### config.mk
export PLATFORM = sky130hd
export DESIGN_NAME = imem_loader
export DESIGN_NICKNAME = d
export VERILOG_FILES = /design/src/rtl/imem_loader.sv
export SDC_FILE = /design/constraint.sdc
export NUM_CORES = 1
export LEC_CHECK = 0
export ABC_AREA = 1
export ABC_CLOCK_PERIOD_IN_PS = 1600
export CAP_MARGIN = 5
export CORE_ASPECT_RATIO = 1.2
export CORE_MARGIN = 2
export CORE_UTILIZATION = 38
export DETAILED_ROUTE_END_ITERATION = 12
export GPL_TIMING_DRIVEN = 0
export PLACE_DENSITY_LB_ADDON = 0.08
export SKIP_CTS_REPAIR_TIMING = 1
export SYNTH_ARGS = -nofsm -noshare
export SYNTH_HDL_FRONTEND = slang
export SYNTH_SLANG_ARGS = --single-unit
### constraint.sdc
create_clock -name i_clk -period 1.6 [get_ports i_clk]
set_input_delay 0.32 -clock i_clk [delete_from_list [all_inputs] [get_ports i_clk]]
set_output_delay 0.32 -clock i_clk [all_outputs]
set_load 0.02 [all_outputs]
### src/rtl/imem_loader.sv
// imem_loader: boot-time instruction-memory loader.
// Parses a framed byte stream (0xA5, N lo, N hi, N*4 payload bytes, XOR checksum),
// writes little-endian words to IMEM from address 0 and holds the core in reset
// until a frame with a matching checksum has been stored.
module imem_loader #(
  parameter int unsigned DEPTH  = 1024,
  parameter int unsigned ADDR_W = 32
) (
  input  logic              i_clk,
  input  logic              i_rst_n,
  input  logic              i_byte_valid,
  input  logic [7:0]        i_byte_data,
  output logic              o_byte_ready,
  output logic              o_imem_we,
  output logic [ADDR_W-1:0] o_imem_addr,
  output logic [31:0]       o_imem_wdata,
  output logic              o_core_rst,
  output logic              o_done,
  output logic              o_err,
  output logic [15:0]       o_words_loaded
);

  localparam logic [16:0] DEPTH_MAX = 17'(DEPTH);

  typedef enum logic [2:0] {
    IDLE, LEN_LO, LEN_HI, DATA, CSUM, DONE, ERR
  } state_t;

  state_t      state, state_nxt;
  logic        accept;
  logic [15:0] len_in;
  logic [7:0]  len_lo;
  logic [15:0] len;
  logic [15:0] idx;
  logic [1:0]  lane;
  logic [23:0] partial;
  logic [7:0]  csum;

  // handshake and frame-length decode
  always_comb begin
    accept = i_byte_valid & o_byte_ready;
    len_in = {i_byte_data, len_lo};
  end

  // state register
  always_ff @(posedge i_clk or negedge i_rst_n) begin
    if (!i_rst_n) state <= IDLE;
    else          state <= state_nxt;
  end

  // next-state logic
  always_comb begin
    state_nxt = state;
    case (state)
      IDLE:   if (accept && i_byte_data == 8'hA5) state_nxt = LEN_LO;
      LEN_LO: if (accept) state_nxt = LEN_HI;
      LEN_HI: if (accept) begin
        if ({1'b0, len_in} > DEPTH_MAX) state_nxt = ERR;
        else if (len_in == '0)          state_nxt = CSUM;
        else                            state_nxt = DATA;
      end
      DATA:   if (accept && lane == 2'd3 && (idx + 16'd1) == len) state_nxt = CSUM;
      CSUM:   if (accept) state_nxt = (i_byte_data == csum) ? DONE : ERR;
      DONE:   state_nxt = DONE;
      ERR:    state_nxt = ERR;
      default: state_nxt = IDLE;
    endcase
  end

  // status outputs decoded from state; done/err are sticky because their states are terminal
  always_comb begin
    o_byte_ready = (state != DONE) && (state != ERR);
    o_core_rst   = (state != DONE);
    o_done       = (state == DONE);
    o_err        = (state == ERR);
  end

  // datapath: length capture, word assembly, checksum, write strobe and counters
  always_ff @(posedge i_clk or negedge i_rst_n) begin
    if (!i_rst_n) begin
      len_lo         <= '0;
      len            <= '0;
      idx            <= '0;
      lane           <= '0;
      partial        <= '0;
      csum           <= '0;
      o_imem_we      <= 1'b0;
      o_imem_addr    <= '0;
      o_imem_wdata   <= '0;
      o_words_loaded <= '0;
    end else begin
      o_imem_we <= 1'b0;
      // count a word when its strobe cycle ends, i.e. once IMEM has captured it
      if (o_imem_we) o_words_loaded <= o_words_loaded + 16'd1;
      if (accept) begin
        case (state)
          IDLE:   if (i_byte_data == 8'hA5) csum <= '0;
          LEN_LO: len_lo <= i_byte_data;
          LEN_HI: begin
            len  <= len_in;
            idx  <= '0;
            lane <= '0;
          end
          DATA: begin
            csum <= csum ^ i_byte_data;
            lane <= lane + 2'd1;
            case (lane)
              2'd0: partial[7:0]   <= i_byte_data;
              2'd1: partial[15:8]  <= i_byte_data;
              2'd2: partial[23:16] <= i_byte_data;
              default: begin
                o_imem_we    <= 1'b1;
                o_imem_wdata <= {i_byte_data, partial};
                o_imem_addr  <= ADDR_W'({idx, 2'b00});
                idx          <= idx + 16'd1;
              end
            endcase
          end
          default: ;
        endcase
      end
    end
  end

endmodule

== Word level (Yosys, flattened, before mapping) ==
Cells that the tools add are included.

* Register bits: 142
* Output and inout port bits: 85

* $add $sub $neg: 3
* Order comparisons: 1
* Equal/unequal tests: 21
* Multiplexer cells: 17
* Bitwise operators: 3
* Reductions and logical operators: 20

{| class="wikitable"
|+ Operator list
! operator !! number
|-
| 16-bit by 1-bit adder with 16-bit output (second input constant) || 2
|-
| 16-bit one-hot mux with 2 select lines || 1
|-
| 3-bit two-way mux || 7
|-
| 3-bit one-hot mux with 7 select lines || 1
|-
| 3-bit AND reduction || 6
|-
| 16-bit == test || 1
|-
| 16-bit by 11-bit > comparator with 1-bit output (second input constant) || 1
|-
| 16-bit zero test || 1
|-
| 16-bit two-way mux || 1
|-
| 8-bit one-hot mux with 2 select lines || 1
|-
| 2-bit inequality test (second input constant) || 7
|-
| 3-bit == test (second input constant) || 3
|-
| 8-bit == test || 1
|-
| 8-bit == test (second input constant) || 1
|-
| 8-bit two-way mux || 1
|-
| 8-bit XOR || 1
|-
| 3-bit by 2-bit == test with 1-bit output (second input constant) || 2
|-
| 3-bit inequality test (second input constant) || 2
|-
| 2-bit AND reduction || 3
|-
| 5-bit AND reduction || 1
|-
| 2-bit == test (second input constant) || 2
|-
| 1-bit logical AND || 4
|-
| 2-bit one-hot mux with 2 select lines || 1
|-
| 2-bit nonzero test || 2
|-
| other kinds (10) || 12
|}

== Depth between registers and ports, before layout ==
Gate-level depths: netlist of run 1.

* Word-level depth: 7
* Mapped depth: 16
* Mapped depth without buffers: 16

== Worst setup path before layout of run 1 ==
No wires, ideal clock.

* Path kind: register -> register
* Start: register o_words_loaded[0]
* End: register o_words_loaded[12]
* Arrival: 1.631 ns
* Slack: -0.149 ns
* Cell stages (with the launch flop): 9
* Buffers on the path: 0
* Period minus slack after synthesis: 1.749 ns
* Cells stage by stage: dfrtp_1 -> ha_1 -> and3_1 -> nand2_1 -> nor3_2 -> nand3_1 -> nor4_1 -> xnor2_1 -> inv_1

* Longest elaborated chain between the ends: 1

{| class="wikitable"
|+ Ends and longest elaborated chain
! element !! line !! source
|-
| from (decl) || 20 || <nowiki>output logic [15:0] o_words_loaded</nowiki>
|-
| from (signal assigned) || 94 || <nowiki>if (o_imem_we) o_words_loaded <= o_words_loaded + 16'd1;</nowiki>
|-
| 16-bit by 1-bit adder with 16-bit output || 94 ||
|}

Every way passes these cells.
A chain may end at the register's enable or synchronous reset.

== Worst setup path after layout of run 1 ==
* Start: register idx[1]
* End: register state[1]

* Longest elaborated chain between the ends: 5

{| class="wikitable"
|+ Ends and longest elaborated chain
! element !! line !! source
|-
| from (decl) || 34 || <nowiki>logic [15:0] idx;</nowiki>
|-
| from (signal assigned) || 115 || <nowiki>idx <= idx + 16'd1;</nowiki>
|-
| 16-bit by 1-bit adder with 16-bit output || 62 || <nowiki>DATA: if (accept && lane == 2'd3 && (idx + 16'd1) == len) state_nxt = CSUM;</nowiki>
|-
| 16-bit == test || 62 ||
|-
| 1-bit logical AND || 62 ||
|-
| 2-bit inequality test (no source line) || -- ||
|-
| 5-bit AND reduction (no source line) || -- ||
|-
| to (signal assigned) || 48 || <nowiki>else state <= state_nxt;</nowiki>
|-
| to (decl) || 29 || <nowiki>state_t state, state_nxt;</nowiki>
|}

Every way passes these cells.

==> results of run 1 <==
registers in the layout (all words and copies together), names as in the netlist, 8 cells and up:
name	count
partial	24
idx	16
o_words_loaded	16
len_lo	8
len	16
o_imem_wdata	32
o_imem_addr	16
csum	8
Yosys cell counts, drive strengths merged:
cell	n
a21oi	3
and3	1
buf	18
clkbuf	17
conb	1
dfrtp	142
ha	6
inv	79
mux2	1
nand2	257
nand3	40
nand3b	7
nand4	14
nor2	46
nor3	3
nor4	2
o21ai	84
o21bai	1
o22ai	18
o31ai	1
or2	1
xnor2	13
xor2	11
layout make-up:
type | count | area [um^2]
fillers | 1572 | 7510
inverters | 79 | 304
multi-input cells | 525 | 2930
well taps | 216 | 270
repair buffers | 115 | 1320
plain buffers | 33 | 294
clock buffers | 22 | 464
clock inverters | 7 | 138
flip-flops and latches | 142 | 3560
per-layer routing:
metal / part of all wire (%) / routed length [um]
met1: 42 / 7260
met2: 52 / 9030
met3: 4.0 / 693
met4: 2.0 / 338
met5: 0 / 0
cells by family (layout without fill, tap and decap cells):
logic type                 Yosys count  after routing
AOI/OAI and AO/OA                  107            107
xor gates and xnor gates            24             24
adders and majority gates            6              6
buffers and inverters              114            256
DFF                                142            142
muxes                                1              1
other                                1             16
and+or+nand+nor                    371            371
layout by cell type (no fill, tap or decap), drive strengths merged, types with 2 or more instances in the layout:
master / instances
clkbuf: 30
nor3: 3
nand4: 14
nand3b: 7
nor2: 46
dlymetal6s2s: 66
bufinv: 4
ha: 6
nand3: 40
nand2: 257
xor2: 11
xnor2: 13
clkdlybuf4s50: 9
o21ai: 84
dfrtp: 142
nor4: 2
inv: 78
a21oi: 3
buf: 64
o22ai: 18
conb: 16
clkinv: 3
power by group:
part / total (mW) / internal, mW / switching (mW)
registers: 5.50 / 4.64 / 0.861
logic: 4.30 / 1.82 / 2.48
clock network: 4.11 / 2.66 / 1.45
how the worst max path moves through the flow:
stage                       startpoint          endpoint  slack [ps]  cells past startpoint
after CTS                     state[1]  o_imem_wdata[29]        -710                     10
final                           idx[1]          state[1]        -380                     14
after global routing            idx[1]          state[0]        -520                     14
after floorplan                 idx[0]          state[0]         -60                     16
after global placement         i_rst_n         o_imem_we       -6150                      1
after detailed placement  i_byte_valid  o_imem_wdata[29]       -1020                      9
==> out/metrics.csv, run 1 <==
stage,metric,value,unit
run_status,run_status,"finished, violations left",
run_status,violations,negative setup slack,
cts,clkLatencyLatePin,420,ps
grt,met1_usage,24.7,%
flow_run,maxCapViolations,0,
sta,fmax,505,MHz
setup_path,rr_endpoint,state[1],
route,wl_per_cell,15.2,um
setup_path,crit_family,simple AND/OR/NAND/NOR gates,
setup_path,crit_path_start_kind,flop,
cts,clk_pin_slew_worst_paths,60,ps
sta,drv_slew,0,
yosys,netlist.area_leader.share,55.0,%
setup_path,required,1910,ps
final_layout,finalNonFillerCells,1139,
cts,cts_buffer_depth,2,
final_layout,final_core_util,55.3,%
grt,grt_pass1_vias,5182,
setup_path,crit_fanout,4,
die,initial_core_util,38.5,%
cts,numCtsBuffers,17,
route,first_iter_violations,263,
placed_design,numPortBuffers,79,
setup_path,r2r-start,idx[1],
grt,top_usage_layer,met2,
power,vdd_drop_max,0.901,mV
setup_path,r2r.worst_path.cells,14,
yosys,synth_top_family_by_area,simple AND/OR/NAND/NOR gates,
final_layout,fin_area,0.00928,mm^2
placed_design,placed_area,0.00767,mm^2
sta,tightest_slew,574,ps
grt,antenna_found_initial,0,
cts,cts_htree_levels,4,
die,die_area,0.0181,mm^2
grt,use_met2,32.5,%
cts,clock-sinks,142,
route,viasPerCell,4.84,
grt,grt_pass1_wl,26.7,mm
die,core_area,0.0168,mm^2
placed_design,placed_cells,1077,
final_layout,drive_gt1_share,23.0,%
yosys,synth_compound_area_share,8.77,%
die,rows,52,
sta,holdWs,421,ps
die,pin_count,96,
yosys,synth_cell_types,32,
yosys,synth_area,0.00646,mm^2
yosys,yosys.area_share.simple,24.0,%
yosys,syn_area_per_cell,8.44,um^2
sta,fin_crit_sh,124,%
route,postRouteAntennaNets,0,
sta,fin_setup_tns,-6230,ps
route,firstDrtPassIters,6,
yosys,netlist_top_cells_area,"dfrtp_1 55%, nand2_1 15%, o21ai_0 6.3%",
setup_path,path_buf_inv,0,
route,drc,0,
final_layout,antenna_cells,0,
yosys,ys_seq_area_share,55.0,%
setup_path,critPathSlowestCell,dfrtp_1,
placed_design,hpwl,11.6,mm
grt,grtUsageMet3,3.42,%
placed_design,pre_cts_ws,-1020,ps
setup_path,cp_cell_sequence,"ha_4, nand3_4, nor2_4, nand2_1, nand3b_1, nand2_1, nor2_2, nand2_1, nor2_2, nand3_2, nand2_2, nand2_2, nand2_1, nand2_1",
sta,slew_headroom,61.4,%
yosys,synth-seq-cells,142,
grt,overflow,0,
sta,setup_violations,76,
die,die_y,147,um
power,power_density,1500,mW/mm^2
cts,root_buffer,clkbuf_16,
sta,fin_ws,-380,ps
route,vias,5512,
worst_hold_path,hp-class,input pin to asynchronous set/reset pin,
yosys,synth-xor-area-share,3.25,%
setup_path,criticalPathCategory,flop to flop,
sta,rsz0062_at_grt,true,
setup_path,r2r_setup_slack,-380,ps
grt,grt.total_usage,19.1,%
setup_path,cp.arrival,2290,ps
placed_design,place_congestion,0.840,
yosys,synthCells,766,
sta,period_minus_slack,1980,ps
setup_path,cp-end-kind,flop,
yosys,synth_area_leader_cell,dfrtp_1,
final_layout,area_delta_synth_final,43.5,%
setup_path,max_stage_delay,420,ps
power,leakagePower,5.52,nW
setup_path,crit_path_frequent_cell,nand2_1,
route,drt_wl_total,17.3,mm
power,finalPower,13.9,mW
yosys,synth.mux.area_fraction,0.174,%
grt,grt_max_degree,94,
final_layout,nets,930,
die,die_w,123,um
yosys,yosys_warnings,0,
cts,cts_tree,done,
yosys,yosys.area_share.adder,1.16,%
sta,finalHoldViolCount,0,
sta,skew,7.98,ps
Power figures use the tool's default switching activity.
==> inputs of run 2 (changes only) <==
Settings changed: CORE_UTILIZATION 38 to 49.
==> run 2 against run 1 <==
Highest routed layer unchanged. Largest cell class unchanged. Non-clock buffer count increased by 14. Sequential share of layout area decreased by 0.71 points. Final area increased by 1.9%. Clock skew increased by 1.4 ps. The run still ends with negative setup slack left.
==> out/metrics.csv, run 2 (same netlist as run 1, synthesis figures left out) <==
stage,metric,value,unit
die,die_w,109,um
route,wl_per_cell,16.0,um
sta,finalHoldViolCount,0,
grt,grt_pass1_wl,25.7,mm
final_layout,nets,944,
route,firstDrtPassIters,5,
die,die_area,0.0141,mm^2
setup_path,cp-end-kind,flop,
grt,grt_pass1_vias,5288,
grt,antenna_found_initial,0,
setup_path,required,1910,ps
sta,slew_headroom,65.8,%
power,vdd_drop_max,0.798,mV
die,core_area,0.0128,mm^2
setup_path,r2r-start,idx[2],
power,power_density,1490,mW/mm^2
sta,tightest_slew,509,ps
run_status,violations,negative setup slack,
cts,cts_htree_levels,4,
route,drt_wl_total,17.6,mm
setup_path,rr_endpoint,state[1],
route,vias,5746,
sta,setup_violations,114,
placed_design,pre_cts_ws,-955,ps
die,rows,45,
setup_path,crit_path_start_kind,flop,
final_layout,top_register,o_imem_wdata,
placed_design,place_congestion,0.871,
setup_path,max_stage_delay,450,ps
setup_path,critPathSlowestCell,dfrtp_2,
route,drc,0,
final_layout,final_common_cell,nand2_1,
setup_path,r2r.worst_path.cells,13,
route,first_iter_violations,383,
die,pin_count,96,
final_layout,final_cell_mix,"230 x nand2_1, 131 x dfrtp_1, 69 x inv_1",
power,finalPower,14.1,mW
cts,root_buffer,clkbuf_16,
die,die_y,130,um
final_layout,reg_top3,"o_imem_wdata x32, partial x24",
cts,cts_tree,done,
final_layout,antenna_cells,0,
sta,period_minus_slack,1980,ps
setup_path,cp_cell_sequence,"nand2_1, nor2_4, nand3_2, o21ai_2, nand2_1, nand2_1, nand2_1, nor2_1, nand3_2, nand2_4, nand2_4, nand2_2, nand2_1",
grt,grt.total_usage,23.5,%
die,initial_core_util,50.6,%
cts,clk_pin_slew_worst_paths,60,ps
setup_path,crit_fanout,7,
grt,overflow,0,
placed_design,hpwl,11.2,mm
sta,fmax,505,MHz
run_status,run_status,"finished, violations left",
cts,numCtsBuffers,17,
cts,cts_buffer_depth,2,
setup_path,setup.worst_path.start,idx[2],
setup_path,crit_path_frequent_cell,nand2_1,
setup_path,cp.arrival,2290,ps
flow_run,maxCapViolations,0,
sta,fin_crit_sh,124,%
cts,clkLatencyLatePin,430,ps
placed_design,numPortBuffers,79,
route,viasPerCell,5.20,
final_layout,largest_register_ff_count,32,
setup_path,endpoint,state[1],
worst_hold_path,hp-class,input pin to asynchronous set/reset pin,
sta,rsz0062_at_grt,true,
sta,skew,9.41,ps
power,leakagePower,5.58,nW
final_layout,drive_gt1_share,24.5,%
grt,grt_max_degree,96,
sta,drv_slew,0,
sta,fin_ws,-381,ps
cts,clock-sinks,142,
route,postRouteAntennaNets,0,
final_layout,area_delta_synth_final,46.3,%
setup_path,criticalPathCategory,flop to flop,
setup_path,r2r_setup_slack,-380,ps
[run 2: cell count changes in the layout (fill, tap and decap cells not counted), moves of 5 or more]
cell        delta
nand2_2       -21
nand2_1       +19
o21ai_2       +16
o21ai_0       -14
buf_4          +6
inv_8          +6
buf_8          +5
clkinvlp_4     +5
inv_1          -5
inv_6          +5
nor2_1         +5
[run 2: where the power goes]
group | total (mW) | internal [mW] | switching, mW | leakage [nW]
logic | 4.72 | 2.03 | 2.69 | 3.41
registers | 5.53 | 4.64 | 0.896 | 1.89
clock network | 3.79 | 2.07 | 1.73 | 0.273
total | 14.1 | 8.74 | 5.31 | 5.58
[run 2: worst min-delay path by stage]
stage                          start               end  slack [ps]  depth (start not counted)
global route                 i_rst_n    o_imem_addr[6]         440                          2
finish                       i_rst_n    o_imem_addr[5]         400                          2
global placement    o_imem_wdata[14]  o_imem_wdata[14]         460                          2
CTS                          i_rst_n    o_imem_addr[5]        -160                          1
floorplan                    i_rst_n           csum[0]          20                          0
detailed placement           i_rst_n    o_imem_addr[6]         290                          1
[run 2: cell type report]
type | instances | area [um^2]
repair buffers | 127 | 1480
well taps | 164 | 205
clock inverters | 15 | 143
plain buffers | 35 | 342
multi-input cells | 525 | 2960
clock buffers | 17 | 425
fillers | 914 | 3320
inverters | 79 | 329
flip-flops and latches | 142 | 3570
[run 2: per-layer routing]
layer  up-vias  routed length, um  GRT usage [%]
met5         -                  0              0
met4         0                423           10.3
met3        28                791           4.65
met2       160               9290           38.9
met1      2807               7110           30.0
li1       2751                  -              -
[run 2: worst max-delay path, delay by kind of cell (launching register included)]
kind               cells  cell delay, ps
and+or+nand+nor       12            1250
DFF                    1             450
AOI/OAI and AO/OA      1             150
[run 2: stage by stage]
stage	std cells	hold slack [ps]	TNS (ps)	cell area, um^2	util [%]
2_1_floorplan	781	24.4	-159	6590	-
3_3_place_gp	1024	457	-839770	7580	59.3
3_5_place_dp	1025	285	-72580	7610	59.5
4_1_cts	1057	-157	-56920	8180	64.0
5_1_grt	1104	443	-25200	9460	74.0
6_report	1104	397	-15550	9460	74.0
==> inputs of run 3 (changes only) <==
Settings changed: SETUP_SLACK_MARGIN set to 0.5.
==> run 3 against run 2 <==
The flow finishes with violations (negative hold slack, negative setup slack). Fmax is 0.60% higher. Worst hold slack got worse by 500 ps. Total power down 1.4%. Count of clock-buffer cells in the layout grew 1. Final cell count fell by 3.8%. Global-route usage rose by 0.11 points. Register-to-register slack about the same. Sequential power decreased by 0.7%. Clock power grew 13%. Non-clock buffer count shrank 42. Clock skew about the same. Die area unchanged. Critical endpoint unchanged. Largest cell class unchanged.
==> out/metrics.csv, run 3 (same netlist as run 1, synthesis figures left out) <==
stage,metric,value,unit
run_status,run_status,"finished, violations left",
run_status,violations,"negative hold slack, negative setup slack",
power,power_density,1600,mW/mm^2
final_layout,top_register,o_imem_wdata,
route,postRouteAntennaNets,0,
route,viasPerCell,5.15,
sta,fin_ws,-369,ps
route,drc,0,
route,wl_per_cell,14.9,um
cts,clk_pin_slew_worst_paths,60,ps
grt,grt.total_usage,23.6,%
final_layout,antenna_cells,0,
final_layout,final_cell_mix,"246 x nand2_1, 129 x dfrtp_1, 69 x inv_1",
grt,grt_pass1_wl,25.6,mm
route,drt_wl_total,15.8,mm
power,leakagePower,4.25,nW
cts,clock-sinks,142,
sta,period_minus_slack,1970,ps
grt,grt_pass1_vias,5311,
sta,skew,8.98,ps
final_layout,final_common_cell,nand2_1,
worst_hold_path,hp-class,input pin to asynchronous set/reset pin,
die,die_y,130,um
die,die_area,0.0141,mm^2
die,rows,45,
setup_path,max_stage_delay,450,ps
sta,slew_headroom,57.4,%
setup_path,criticalPathCategory,flop to flop,
setup_path,cp.arrival,2270,ps
setup_path,crit_path_start_kind,flop,
placed_design,numPortBuffers,79,
cts,clkLatencyLatePin,420,ps
die,core_area,0.0128,mm^2
sta,fmax,508,MHz
setup_path,critPathSlowestCell,dfrtp_2,
final_layout,nets,902,
power,vdd_drop_max,0.808,mV
setup_path,cp-end-kind,flop,
sta,drv_slew,0,
setup_path,crit_path_frequent_cell,nand2_1,
sta,holdWs,-105,ps
placed_design,hpwl,11.3,mm
cts,cts_tree,done,
sta,rsz0062_at_grt,true,
grt,antenna_found_initial,0,
cts,cts_buffer_depth,2,
grt,grt_max_degree,77,
final_layout,drive_gt1_share,18.4,%
sta,tightest_slew,639,ps
setup_path,cp_cell_sequence,"ha_4, nand2_2, nor2_4, nand2_1, nand2_1, nand2_1, nand2_1, nor2_2, nand3_1, nor2_2, nand3_2, nand2_4, nand2_2, nand2_1, nand2_1",
cts,numCtsBuffers,17,
sta,fin_setup_tns,-15730,ps
die,pin_count,96,
sta,fin_crit_sh,123,%
setup_path,crit_fanout,5,
sta,setup_violations,134,
cts,root_buffer,clkbuf_16,
cts,cts_htree_levels,4,
die,initial_core_util,50.6,%
route,firstDrtPassIters,5,
final_layout,final_core_util,67.8,%
flow_run,maxCapViolations,0,
placed_design,place_congestion,0.856,
route,vias,5465,
sta,finalHoldViolCount,66,
grt,overflow,0,
route,first_iter_violations,271,
placed_design,pre_cts_ws,-670,ps
final_layout,largest_register_ff_count,32,
final_layout,reg_top3,"o_imem_wdata x32, partial x24",
setup_path,required,1900,ps
final_layout,area_delta_synth_final,34.0,%
die,die_w,109,um
==> run 3: changes by cell type in the layout (fill, tap and decap cells not counted), sizes merged <==
| cell | previous run | this run |
|---|---|---|
| dlygate4sd3 | 1 | 0 |
| dlymetal6s2s | 65 | 8 |
| clkdlybuf4s50 | 9 | 59 |
| clkinv | 1 | 6 |
| inv | 87 | 79 |
| clkbuf | 28 | 33 |
| buf | 76 | 38 |
| bufinv | 0 | 4 |
| clkinvlp | 6 | 4 |
==> run 3: through the flow <==
step / hold WS, ps / instance area (um^2) / power [mW] / std cells
after global routing: -40.5 / 8660 / 14.7 / 1062
final: -105 / 8660 / 13.9 / 1062
after floorplan: 24.4 / 6800 / 7.98 / 781
after detailed placement: 368 / 7830 / 9.41 / 1025
after global placement: 458 / 7800 / 9.23 / 1024
after CTS: -78.1 / 8470 / 13.7 / 1057
==> run 3: area by class of cell <==
cell class	count	area (um^2)
inverters	79	313
repair buffers	85	885
clock inverters	14	206
multi-input cells	525	2730
flip-flops and latches	142	3570
plain buffers	35	320
fillers	1059	4120
well taps	164	205
clock buffers	18	439
==> run 3: power by group <==
group | leakage [nW] | total (mW) | internal, mW | switching (mW)
Clock | 0.312 | 4.28 | 2.68 | 1.60
Sequential | 1.89 | 5.49 | 4.64 | 0.844
Combinational | 2.05 | 4.09 | 1.69 | 2.39
Total | 4.25 | 13.9 | 9.02 | 4.84
==> run 3: worst max-delay path, delay by kind of cell (launching register included) <==
| family | cells | cell delay [ps] |
|---|---|---|
| AND/OR/NAND/NOR | 14 | 1210 |
| flip-flops | 1 | 450 |
| adder cells (fa/ha/maj) | 1 | 190 |
==> run 3: worst paths after layout <==
path                            depth (start not counted)                from  slack, ps                 end
worst max-delay path                                   15              idx[0]       -370            state[1]
worst min-delay path                                    1             i_rst_n       -100      o_imem_addr[4]
worst max register to register                         15              idx[0]       -370            state[1]
worst min register to register                          1  o_words_loaded[15]        470  o_words_loaded[15]
max in group asynchronous                               2             i_rst_n        900          partial[9]
min in group i_clk                                      3      i_byte_data[4]        410         partial[20]
==> run 3: layer usage <==
layer / vias up / wire length, um / global-route usage (%)
li1: 2672 / - / -
met1: 2635 / 6780 / 28.8
met2: 129 / 8020 / 40.3
met3: 29 / 625 / 4.65
met4: 0 / 386 / 10.7
met5: - / 0 / 0
